`config.mk`:
```
export PLATFORM = sky130hd
export DESIGN_NAME = display_capture
export DESIGN_NICKNAME = d
export VERILOG_FILES = /design/src/rtl/display_capture.sv
export SDC_FILE = /design/constraint.sdc
export NUM_CORES = 1
export LEC_CHECK = 0
export CAP_MARGIN = 15
export CELL_PAD_IN_SITES_DETAIL_PLACEMENT = 2
export CELL_PAD_IN_SITES_GLOBAL_PLACEMENT = 2
export CORE_MARGIN = 3
export CORE_UTILIZATION = 35
export DETAILED_ROUTE_END_ITERATION = 10
export PLACE_DENSITY_LB_ADDON = 0.1
export SYNTH_ARGS = -nofsm -noshare
export SYNTH_HDL_FRONTEND = slang
export SYNTH_SLANG_ARGS = --single-unit
export TNS_END_PERCENT = 20
```
`constraint.sdc`:
```
create_clock -name clk -period 2.7 [get_ports clk]
set_clock_uncertainty 0.15 [all_clocks]
set_input_delay 0.675 -clock clk [delete_from_list [all_inputs] [get_ports clk]]
set_output_delay 0.675 -clock clk [all_outputs]
set_load 0.02 [all_outputs]
```
`src/rtl/display_capture.sv`:
```
// Reconstructs a 4-digit multiplexed display (AN/HEX/point/LE) into parallel frames.
// The inputs are registered once. A digit is captured after AN has been stable for
// SETTLE registered clocks. A frame is published once all four digits have been seen.
module display_capture #(
  parameter int unsigned SETTLE  = 2,
  parameter int unsigned TIMEOUT = 65535
) (
  input  logic        clk,
  input  logic        rst_n,
  input  logic [3:0]  AN,
  input  logic [3:0]  HEX,
  input  logic        point,
  input  logic        LE,
  output logic [15:0] hexs,
  output logic [3:0]  points,
  output logic [3:0]  LEs,
  output logic        frame_valid,
  output logic        scan_err,
  output logic [7:0]  err_cnt,
  output logic        stale
);

  localparam logic [3:0]  SettleCnt  = 4'(SETTLE);
  localparam logic [15:0] TimeoutCnt = 16'(TIMEOUT);

  // Registered copies of the scanner inputs
  logic [3:0]  anR;
  logic [3:0]  hexR;
  logic        pointR;
  logic        leR;

  // Dwell tracking
  logic [3:0]  anPrev;
  logic [3:0]  dwell;
  logic [3:0]  dwellNext;
  logic        anChanged;
  logic        settled;

  // Decode and capture
  logic [3:0]  digitOh;
  logic        isIllegal;
  logic        capture;
  logic        frameDone;
  logic        scanErrNext;

  // Shadow frame under construction
  logic [15:0] shadowHex;
  logic [3:0]  shadowPt;
  logic [3:0]  shadowLe;
  logic [15:0] shadowHexNext;
  logic [3:0]  shadowPtNext;
  logic [3:0]  shadowLeNext;
  logic [3:0]  seen;
  logic [3:0]  seenNext;

  // Staleness timer
  logic [15:0] timer;
  logic [15:0] timerInc;

  // Input register stage; AN idles at blank out of reset
  always_ff @(posedge clk or negedge rst_n) begin
    if (!rst_n) begin
      anR    <= 4'hF;
      hexR   <= 4'h0;
      pointR <= 1'b0;
      leR    <= 1'b0;
    end else begin
      anR    <= AN;
      hexR   <= HEX;
      pointR <= point;
      leR    <= LE;
    end
  end

  // Dwell next-state. The settle event fires only on the edge where dwell arrives at
  // SETTLE, so a held pattern produces exactly one capture or error.
  always_comb begin
    anChanged = (anR != anPrev);
    dwellNext = dwell;
    if (anChanged) begin
      dwellNext = 4'd1;
    end else if (dwell >= SettleCnt) begin
      dwellNext = SettleCnt;
    end else begin
      dwellNext = dwell + 4'd1;
    end
    settled = (dwellNext == SettleCnt) && (anChanged || (dwell != SettleCnt));
  end

  // AN decode: legal one-hot-low digit, blank, or illegal
  always_comb begin
    digitOh   = 4'b0000;
    isIllegal = 1'b0;
    case (anR)
      4'hE:    digitOh = 4'b0001;
      4'hD:    digitOh = 4'b0010;
      4'hB:    digitOh = 4'b0100;
      4'h7:    digitOh = 4'b1000;
      4'hF:    digitOh = 4'b0000;
      default: isIllegal = 1'b1;
    endcase
  end

  // Capture, frame completion and the shadow slot writes
  always_comb begin
    capture       = settled && (digitOh != 4'b0000);
    scanErrNext   = settled && isIllegal;
    seenNext      = seen;
    shadowHexNext = shadowHex;
    shadowPtNext  = shadowPt;
    shadowLeNext  = shadowLe;
    if (capture) begin
      seenNext = seen | digitOh;
      for (int n = 0; n < 4; n++) begin
        if (digitOh[n]) begin
          shadowHexNext[4*n +: 4] = hexR;
          shadowPtNext[n]         = pointR;
          shadowLeNext[n]         = leR;
        end
      end
    end
    frameDone = capture && (seenNext == 4'b1111);
  end

  // Dwell counter and previous-AN register
  always_ff @(posedge clk or negedge rst_n) begin
    if (!rst_n) begin
      anPrev <= 4'hF;
      dwell  <= 4'd0;
    end else begin
      anPrev <= anR;
      dwell  <= dwellNext;
    end
  end

  // Shadow frame, seen mask and the published frame outputs
  always_ff @(posedge clk or negedge rst_n) begin
    if (!rst_n) begin
      shadowHex   <= 16'h0000;
      shadowPt    <= 4'b0000;
      shadowLe    <= 4'b0000;
      seen        <= 4'b0000;
      hexs        <= 16'h0000;
      points      <= 4'b0000;
      LEs         <= 4'b0000;
      frame_valid <= 1'b0;
    end else begin
      shadowHex   <= shadowHexNext;
      shadowPt    <= shadowPtNext;
      shadowLe    <= shadowLeNext;
      frame_valid <= frameDone;
      if (frameDone) begin
        seen   <= 4'b0000;
        hexs   <= shadowHexNext;
        points <= shadowPtNext;
        LEs    <= shadowLeNext;
      end else begin
        seen   <= seenNext;
      end
    end
  end

  // Scan error pulse and saturating error counter
  always_ff @(posedge clk or negedge rst_n) begin
    if (!rst_n) begin
      scan_err <= 1'b0;
      err_cnt  <= 8'd0;
    end else begin
      scan_err <= scanErrNext;
      if (scanErrNext && (err_cnt != 8'hFF)) begin
        err_cnt <= err_cnt + 8'd1;
      end
    end
  end

  assign timerInc = timer + 16'd1;

  // Frame-age timer. A frame completion wins over a simultaneous stale assertion.
  always_ff @(posedge clk or negedge rst_n) begin
    if (!rst_n) begin
      timer <= 16'd0;
      stale <= 1'b0;
    end else if (frameDone) begin
      timer <= 16'd0;
      stale <= 1'b0;
    end else if (timer != TimeoutCnt) begin
      timer <= timerInc;
      stale <= (timerInc == TimeoutCnt);
    end else begin
      stale <= 1'b1;
    end
  end

endmodule

```
* Word level (Yosys, flattened, before mapping) *
Cells that the tools add are included.

operators by class
  $add $sub $neg = 3
  order comparisons = 1
  eq/ne operators = 12
  mux-type cells = 25
  bitwise logic cells = 1
  reductions and logical operators = 9

operators with widths
  cell                                                                      number
  16-bit 2-to-1 mux                                                         3
  4-bit 2-to-1 mux                                                          10
  4-bit == test (second input constant)                                     5
  16-bit by 1-bit adder with 16-bit output (second input constant)          1
  16-bit == test (second input constant)                                    1
  16-bit inequality test (second input constant)                            1
  4-bit one-hot mux with 4 select lines                                     1
  1-bit 2-to-1 mux                                                          11
  8-bit by 1-bit adder with 8-bit output (second input constant)            1
  8-bit inequality test (second input constant)                             1
  1-bit logical AND                                                         5
  5-bit OR reduction                                                        1
  4-bit by 1-bit adder with 4-bit output (second input constant)            1
  4-bit by 2-bit == test with 1-bit output (second input constant)          1
  4-bit by 3-bit == test with 1-bit output (second input constant)          1
  4-bit by 2-bit >= comparator with 1-bit output (second input constant)    1
  4-bit by 2-bit inequality test with 1-bit output (second input constant)  1
  4-bit inequality test                                                     1
  4-bit OR                                                                  1
  4-bit nonzero test                                                        1
  2-bit nonzero test                                                        1
  1-bit logical OR                                                          1

storage, ports and cells
  bits in registers = 97
  bits of input ports = 12
  output and inout port bits = 35
  logic and storage cells = 69

* Depth between registers and ports, before layout *
  depth after elaboration = 10
  mapped depth = 11
  gate-level depth less buffers = 8

* Least setup slack after synthesis *
OpenSTA, ideal clock, no wires.

  kind = reg-to-reg
  start point = register dwell[1]
  end point = register LEs[3]
  library setup time = 0.127 ns
  arrival = 2.556 ns
  data required time = 2.423 ns
  slack = -0.133 ns
  stages on the path, launching flop included = 10
  buffers on the path = 2
  clock period less this slack = 2.833 ns
  cell sequence = dfrtp_1 > ha_1 > or3b_1 > a32oi_1 > and2_1 > buf_4 > a21oi_1 > nor4_4 > buf_6 > mux2_1

between the ends
  word-level cells in the longest chain between the ends = 9
  elaborated cells between the ends (all ways) = 13
  those cells by class = 1 x add/sub; 1 x order compare; 3 x eq/ne; 4 x mux; 4 x reduce/logical

RTL lines
  what                                                                                                      RTL line  text
  start, declared                                                                                           34        logic [3:0] dwell;
  start signal, assigned                                                                                    132       dwell <= dwellNext;
  4-bit by 1-bit adder with 4-bit output or 4-bit by 2-bit >= comparator with 1-bit output (tied branches)  85, 82
  4-bit 2-to-1 mux                                                                                          82        end else if (dwell >= SettleCnt) begin
  4-bit 2-to-1 mux                                                                                          80        if (anChanged) begin
  4-bit by 2-bit == test with 1-bit output                                                                  87        settled = (dwellNext == SettleCnt) && (anChanged || (dwell != SettleCnt));
  1-bit logical AND (*)                                                                                     87
  1-bit logical AND (*)                                                                                     106       capture = settled && (digitOh != 4'b0000);
  4-bit 2-to-1 mux                                                                                          112       if (capture) begin
  4-bit == test                                                                                             122       frameDone = capture && (seenNext == 4'b1111);
  1-bit logical AND                                                                                         122
  end signal, assigned                                                                                      156       LEs <= shadowLeNext;
  end, declared                                                                                             16        output logic [3:0] LEs,

Every way passes the cells marked *; elsewhere a longest branch is shown, timed or not.
A chain may end at the register's enable or synchronous reset.

* Worst setup path in the final report *
  start point = register dwell[1]
  end point = register points[2]

between the ends
  word-level cells in the longest chain between the ends = 9
  elaborated cells between the ends (all ways) = 13
  those cells by class = 1 x add/sub; 1 x order compare; 3 x eq/ne; 4 x mux; 4 x reduce/logical

RTL lines
  what                                                                                                      RTL line  text
  4-bit by 1-bit adder with 4-bit output or 4-bit by 2-bit >= comparator with 1-bit output (tied branches)  85, 82
  4-bit 2-to-1 mux                                                                                          82
  4-bit 2-to-1 mux                                                                                          80
  4-bit by 2-bit == test with 1-bit output                                                                  87
  1-bit logical AND (*)                                                                                     87
  1-bit logical AND (*)                                                                                     106
  4-bit 2-to-1 mux                                                                                          112
  4-bit == test                                                                                             122
  1-bit logical AND                                                                                         122
  end signal, assigned                                                                                      155       points <= shadowPtNext;
  end, declared                                                                                             15        output logic [3:0] points,

Marks and branches as above.

==> flow_summary.yaml <==
floorplan:
  die_y_um: 113
  ios: 47
  initial_core_util_pct: 36.3
  die_x_um: 113
  die_area_um2: 12800
  core_um2: 11000
  std_cell_rows: 38
clock_tree:
  cts_inserted_buffers: 9
  tritoncts: "done"
  clock_sink_count: 97
  cts-root-buf: "clkbuf_16"
  postCtsHoldBufs: 0
  cts_max_level: 3
  clk_latency_ns: 0.35
  clkSlewWorstSetupHoldPaths_ns: 0.07
  cts_buffer_depth: 2
synthesis:
  ys_types: 42
  synthCells: 305
  ys_async_sr_fraction_pct: 100
  synth_nets: 322
  synth_warnings: 0
  seq_area_frac_synth_pct: 60.8
  synth.avg_cell_area_um2: 13.1
  synth-edff-count: 0
  syn_area_um2: 4010
  synth_seq_cells: 97
  ys.flop_type: "dfrtp_1"
global_route:
  grt_overflow_total: 0
  grt_pass1_vias: 3085
  grt_usage_pct: 17.0
  grt_max_degree: 40
  grt_antenna_before_repair: 0
  grt_pass1_wl_um: 16700
placement:
  dpl.hpwl_um: 6440
  io_buffers: 46
  place_inst: 506
  place_area_um2: 4860
  place_congestion: 0.748
setup_path:
  critPathCaptureType: "register"
  critPathMaxFanout: 6
  crit_type: "reg2reg"
  cp-start-kind: "register"
  r2r_cells: 9
  r2r-end: "points[2]"
  critical_path_arrival_ns: 2.90
  crit_start: "dwell[1]"
  regToRegSetupSlack_ns: -0.11
  cp_data_required_time_ns: 2.79
  r2r-start: "dwell[1]"
  critPathCapture: "points[2]"
min_path:
  hold_path_class: "in2async"
sta:
  period_minus_slack_ns: 2.81
  setup_ws_ns: -0.109
  setup_viol: 24
  hold_viol_final: 0
  period_share_pct: 104
  drv_slew: 0
  tightest_slew_ns: 0.579
  rsz0062_at_grt: "true"
  max_freq_mhz: 356
  max_slew_margin_pct: 61.3
final_layout:
  antenna_cells: 0
  drive_above_1_share_pct: 31.2
  area_growth_pct: 36.5
  stdcell_area_um2: 5470
  instances_no_fill: 531
  fillers: 1065
  fin_nets: 403
detailed_routing:
  wl_per_cell_um: 18.9
  drt_wl_total_um: 10100
  drc_errors: 0
  dr_total_vias: 2654
  drt_iter0_markers: 80
  first_pass_iters: 3
  ant_nets: 0
  via_per_inst: 5.00
pwr:
  power.total_uw: 3450
  p_leak_uw: 0.00248
  power_density_nw_per_um2: 630
  ir_worst_vdd_mv: 0.357
status:
  status: "complete, but fails checks"
  violations: "setup timing"
flow_run:
  max_cap_violations: 0
area by class of cell:
class                   count  area [um^2]  area share (%)
flip-flops and latches     97         2440            44.5
inverters                   5         18.8           0.343
multi-input cells         191         1620            29.6
repair buffers             82          865            15.8
clock inverters             6          119            2.17
clock buffers              10          239            4.37
well taps                 140          175            3.20
cell usage after synthesis (all sizes together) (2+ instances only):
cell / number / area share [%]
xnor2: 15 / 3.3
clkbuf: 7 / 0.66
a21boi: 2 / 0.37
mux2: 50 / 14
nand2: 15 / 1.4
dfrtp: 89 / 56
ha: 5 / 1.6
nor2: 11 / 1.0
inv: 5 / 0.47
dfstp: 8 / 5.2
and3: 7 / 1.1
a21oi: 21 / 2.7
nand4: 8 / 1.2
nor4: 3 / 0.84
nor3: 6 / 0.75
buf: 5 / 1.1
nand3b: 2 / 0.37
xor2: 12 / 2.6
nand3: 11 / 1.4
nor3b: 3 / 0.56
and2: 3 / 0.47
nand2b: 2 / 0.31
critical path, cell delays in order, from the launching register on:
cell,delay (ns)
dfrtp_1,0.41
ha_2,0.20
or3b_4,0.39
a32oi_2,0.20
and2_4,0.25
a21oi_4,0.08
nor4_4,0.33
buf_4,0.20
clkbuf_16,0.16
mux2_2,0.33
sequential cells by signal (all words and copies together), names as in the netlist, 4 cells and up:
| name | count |
|---|---|
| err_cnt | 8 |
| shadowHex | 16 |
| shadowLe | 4 |
| dwell | 4 |
| seen | 4 |
| anPrev | 4 |
| hexs | 16 |
| hexR | 4 |
| points | 4 |
| anR | 4 |
| shadowPt | 4 |
| timer | 16 |
| LEs | 4 |
cell usage in the layout (no fill, tap or decap), types with 3 or more instances in the layout:
cell type and count:
mux2_2 27, dfstp_2 8, nor2_1 11, buf_4 27, dfrtp_1 89, clkbuf_16 10, nand3_1 10, ha_1 3
mux2_1 5, and3_1 7, xnor2_1 15, xor2_1 12, inv_1 4, nand4_1 8, buf_12 6, nor3b_1 3
nor3_1 6, bufinv_16 3, nand2_1 14, a21oi_1 18, mux2_4 18, clkdlybuf4s50_1 45
power breakdown:
group / switching, uW / total [uW] / internal, uW
sequential: 64.4 / 1610 / 1540
clock: 583 / 1530 / 944
combinational: 158 / 316 / 158
cell families after synthesis:
logic type | count (synthesis) | synth area share (%)
adder cells (fa/ha/maj) | 6 | 1.81
AND/OR/NAND/NOR | 74 | 10.0
other | 1 | 0.0935
XOR/XNOR | 27 | 5.90
buffers and inverters | 17 | 2.18
multiplexers | 50 | 14.0
AO/OA/AOI/OAI | 33 | 5.12
flip-flops | 97 | 60.8
per-layer routing:
| metal | wire length [um] | vias to the layer above | part of all wire (%) | GRT usage [%] |
|---|---|---|---|---|
| met1 | 4590 | 1377 | 46 | 21.5 |
| li1 | - | 1230 | - | - |
| met3 | 285 | 13 | 2.8 | 3.32 |
| met2 | 4970 | 34 | 49 | 28.0 |
| met4 | 214 | 0 | 2.1 | 7.93 |
| met5 | 0 | - | 0 | 0 |
repair_timing:
action	CTS	global route
buffers inserted	5	2
cloned	2	1
pin swaps	4	3
endpoints found under the hold margin	0	0
gates resized for setup	20	15
endpoints found under the setup margin	41	49
worst min path at each step:
| stage | to | slack [ns] | cells after the start |
|---|---|---|---|
| 2_1_floorplan | anPrev[1] | 0.20 | 0 |
| 3_3_place_gp | anPrev[0] | 0.25 | 0 |
| 3_5_place_dp | anPrev[0] | 0.26 | 0 |
| 4_1_cts | leR | 0.11 | 1 |
| 5_1_grt | leR | 0.14 | 1 |
| 6_report | seen[0] | 0.11 | 1 |
through the flow:
stage          setup TNS, ns  hold WS (ns)  util (%)  setup slack (ns)
4_1_cts                -5.87         0.107      48.8            -0.186
2_1_floorplan          -1.38         0.203         -           -0.0784
6_report               -1.52         0.111      49.6            -0.109
5_1_grt                -6.02         0.135      49.6            -0.220
3_5_place_dp           -5.81         0.258      44.1            -0.161
3_3_place_gp          -0.582         0.254      44.1           -0.0277
Note: power is estimated with default switching activity, not from simulation.
==> edit: new RTL, same settings <==
The output `scan_err` loses its register stage (`scan_err` becomes a continuous assignment).
--- a/src/rtl/display_capture.sv
+++ b/src/rtl/display_capture.sv
@@ -164,8 +164,6 @@
   always_ff @(posedge clk or negedge rst_n) begin
     if (!rst_n) begin
-      scan_err <= 1'b0;
       err_cnt  <= 8'd0;
     end else begin
-      scan_err <= scanErrNext;
       if (scanErrNext && (err_cnt != 8'hFF)) begin
         err_cnt <= err_cnt + 8'd1;
@@ -173,4 +171,6 @@
     end
   end
+
+  assign scan_err = scanErrNext;
 
   assign timerInc = timer + 16'd1;
Check against the original RTL: not equivalent (a bounded check fails within 4 cycles, from zero or initial values and one cycle with rst_n low).
==> edit against the original RTL <==
  * Sequential cell count decreased by 1
  * Sequential share of layout area decreased by 0.67 points
  * Combinational power increased by 3%
  * Largest cell class unchanged
  * Critical path type unchanged
  * Synthesized area decreased by 0.62%
  * Setup slack got worse by 0.052 ns
  * Final area increased by 0.48%
  * Global-route usage decreased by 0.056 points
  * Largest power group unchanged
  * Power decreased by 3.3%
  * The run still ends with setup timing left
  * Utilization increased by 0.45 points
  * Wire length increased by 2.2%
==> edit: results (changes against the original RTL) <==
cell_internal_pwr_uw: 2560  # was 2640 uW
power_frac_comb_pct: 9.7  # was 9.1%
run_status: "complete, but fails checks"  # unchanged
detail_route.iter0.violations: 51  # was 80
switching_share_pct: 23.4  # was 23.3%
synth.area.mux_share_pct: 14.1  # was 14.0%
setup_viol: 42  # was 24
sequential_cell_total: 96  # was 97
final.hold.worst_slack_ns: 0.158  # was 0.111 ns
failed_checks: "setup timing"  # unchanged
worst-path-max-fanout: 7  # was 6
worst_pin_slew_ns: 0.669  # was 0.579 ns
vdd_drop_max_uv: 338  # was 357 uV
number_of_vias_per_cell_after_detailed_routing: 5.05  # was 5.00
worst_slack_ns: -0.161  # was -0.109 ns
leakage_uw: 0.00248  # about the same
nNonClkBuffers: 86  # was 82
multi_input_area_share_pct: 30.2  # was 29.6%
seq_area_share_pct: 43.9  # was 44.5%
instances_no_fill: 534  # was 531
layout.filler_cells: 1050  # was 1065
post_route_cells_drive_above_1_share_pct: 33.5  # was 31.2%
largest_net_degree_at_the_start_of_global_routing: 41  # was 40
dp_hpwl_microns: 6310  # was 6440 microns
wl_microns: 10300  # was 10100 microns
worst-endpoint-arrival_ns: 2.94  # was 2.90 ns
n_clock_buffer: 12  # was 10
final-clk-cell-share_pct: 6.05  # was 6.54%
tns_ns: -3.68  # was -1.52 ns
clockNetworkPower_uw: 1420  # was 1530 uW
edit: cell count changes after synthesis:
cell     change
dfrtp_1      -1
edit: worst max-delay path by stage:
stage                            start                   to  slack [ns]  cells after the start
floorplan           dwell[1]$_DFF_PN0_   LEs[3]$_DFFE_PN0P_       -0.08                      9
global placement    dwell[1]$_DFF_PN0_             scan_err       -0.06                      6
detailed placement  dwell[0]$_DFF_PN0_             scan_err       -0.24                      7
CTS                 dwell[1]$_DFF_PN0_             scan_err       -0.23                      6
global route        dwell[1]$_DFF_PN0_             scan_err       -0.26                      6
finish              dwell[1]$_DFF_PN0_  hexs[5]$_DFFE_PN0P_       -0.16                      9
edit: routing by layer:
metal | track usage [%] | vias to the layer above | routed length (microns) | part of all wire [%]
met3 | 4.28 | 11 | 365 | 3.6
met4 | 5.37 | 0 | 131 | 1.3
met2 | 28.9 | 40 | 5460 | 53
met1 | 21.1 | 1411 | 4330 | 42
li1 | - | 1234 | - | -
met5 | 0 | - | 0 | 0
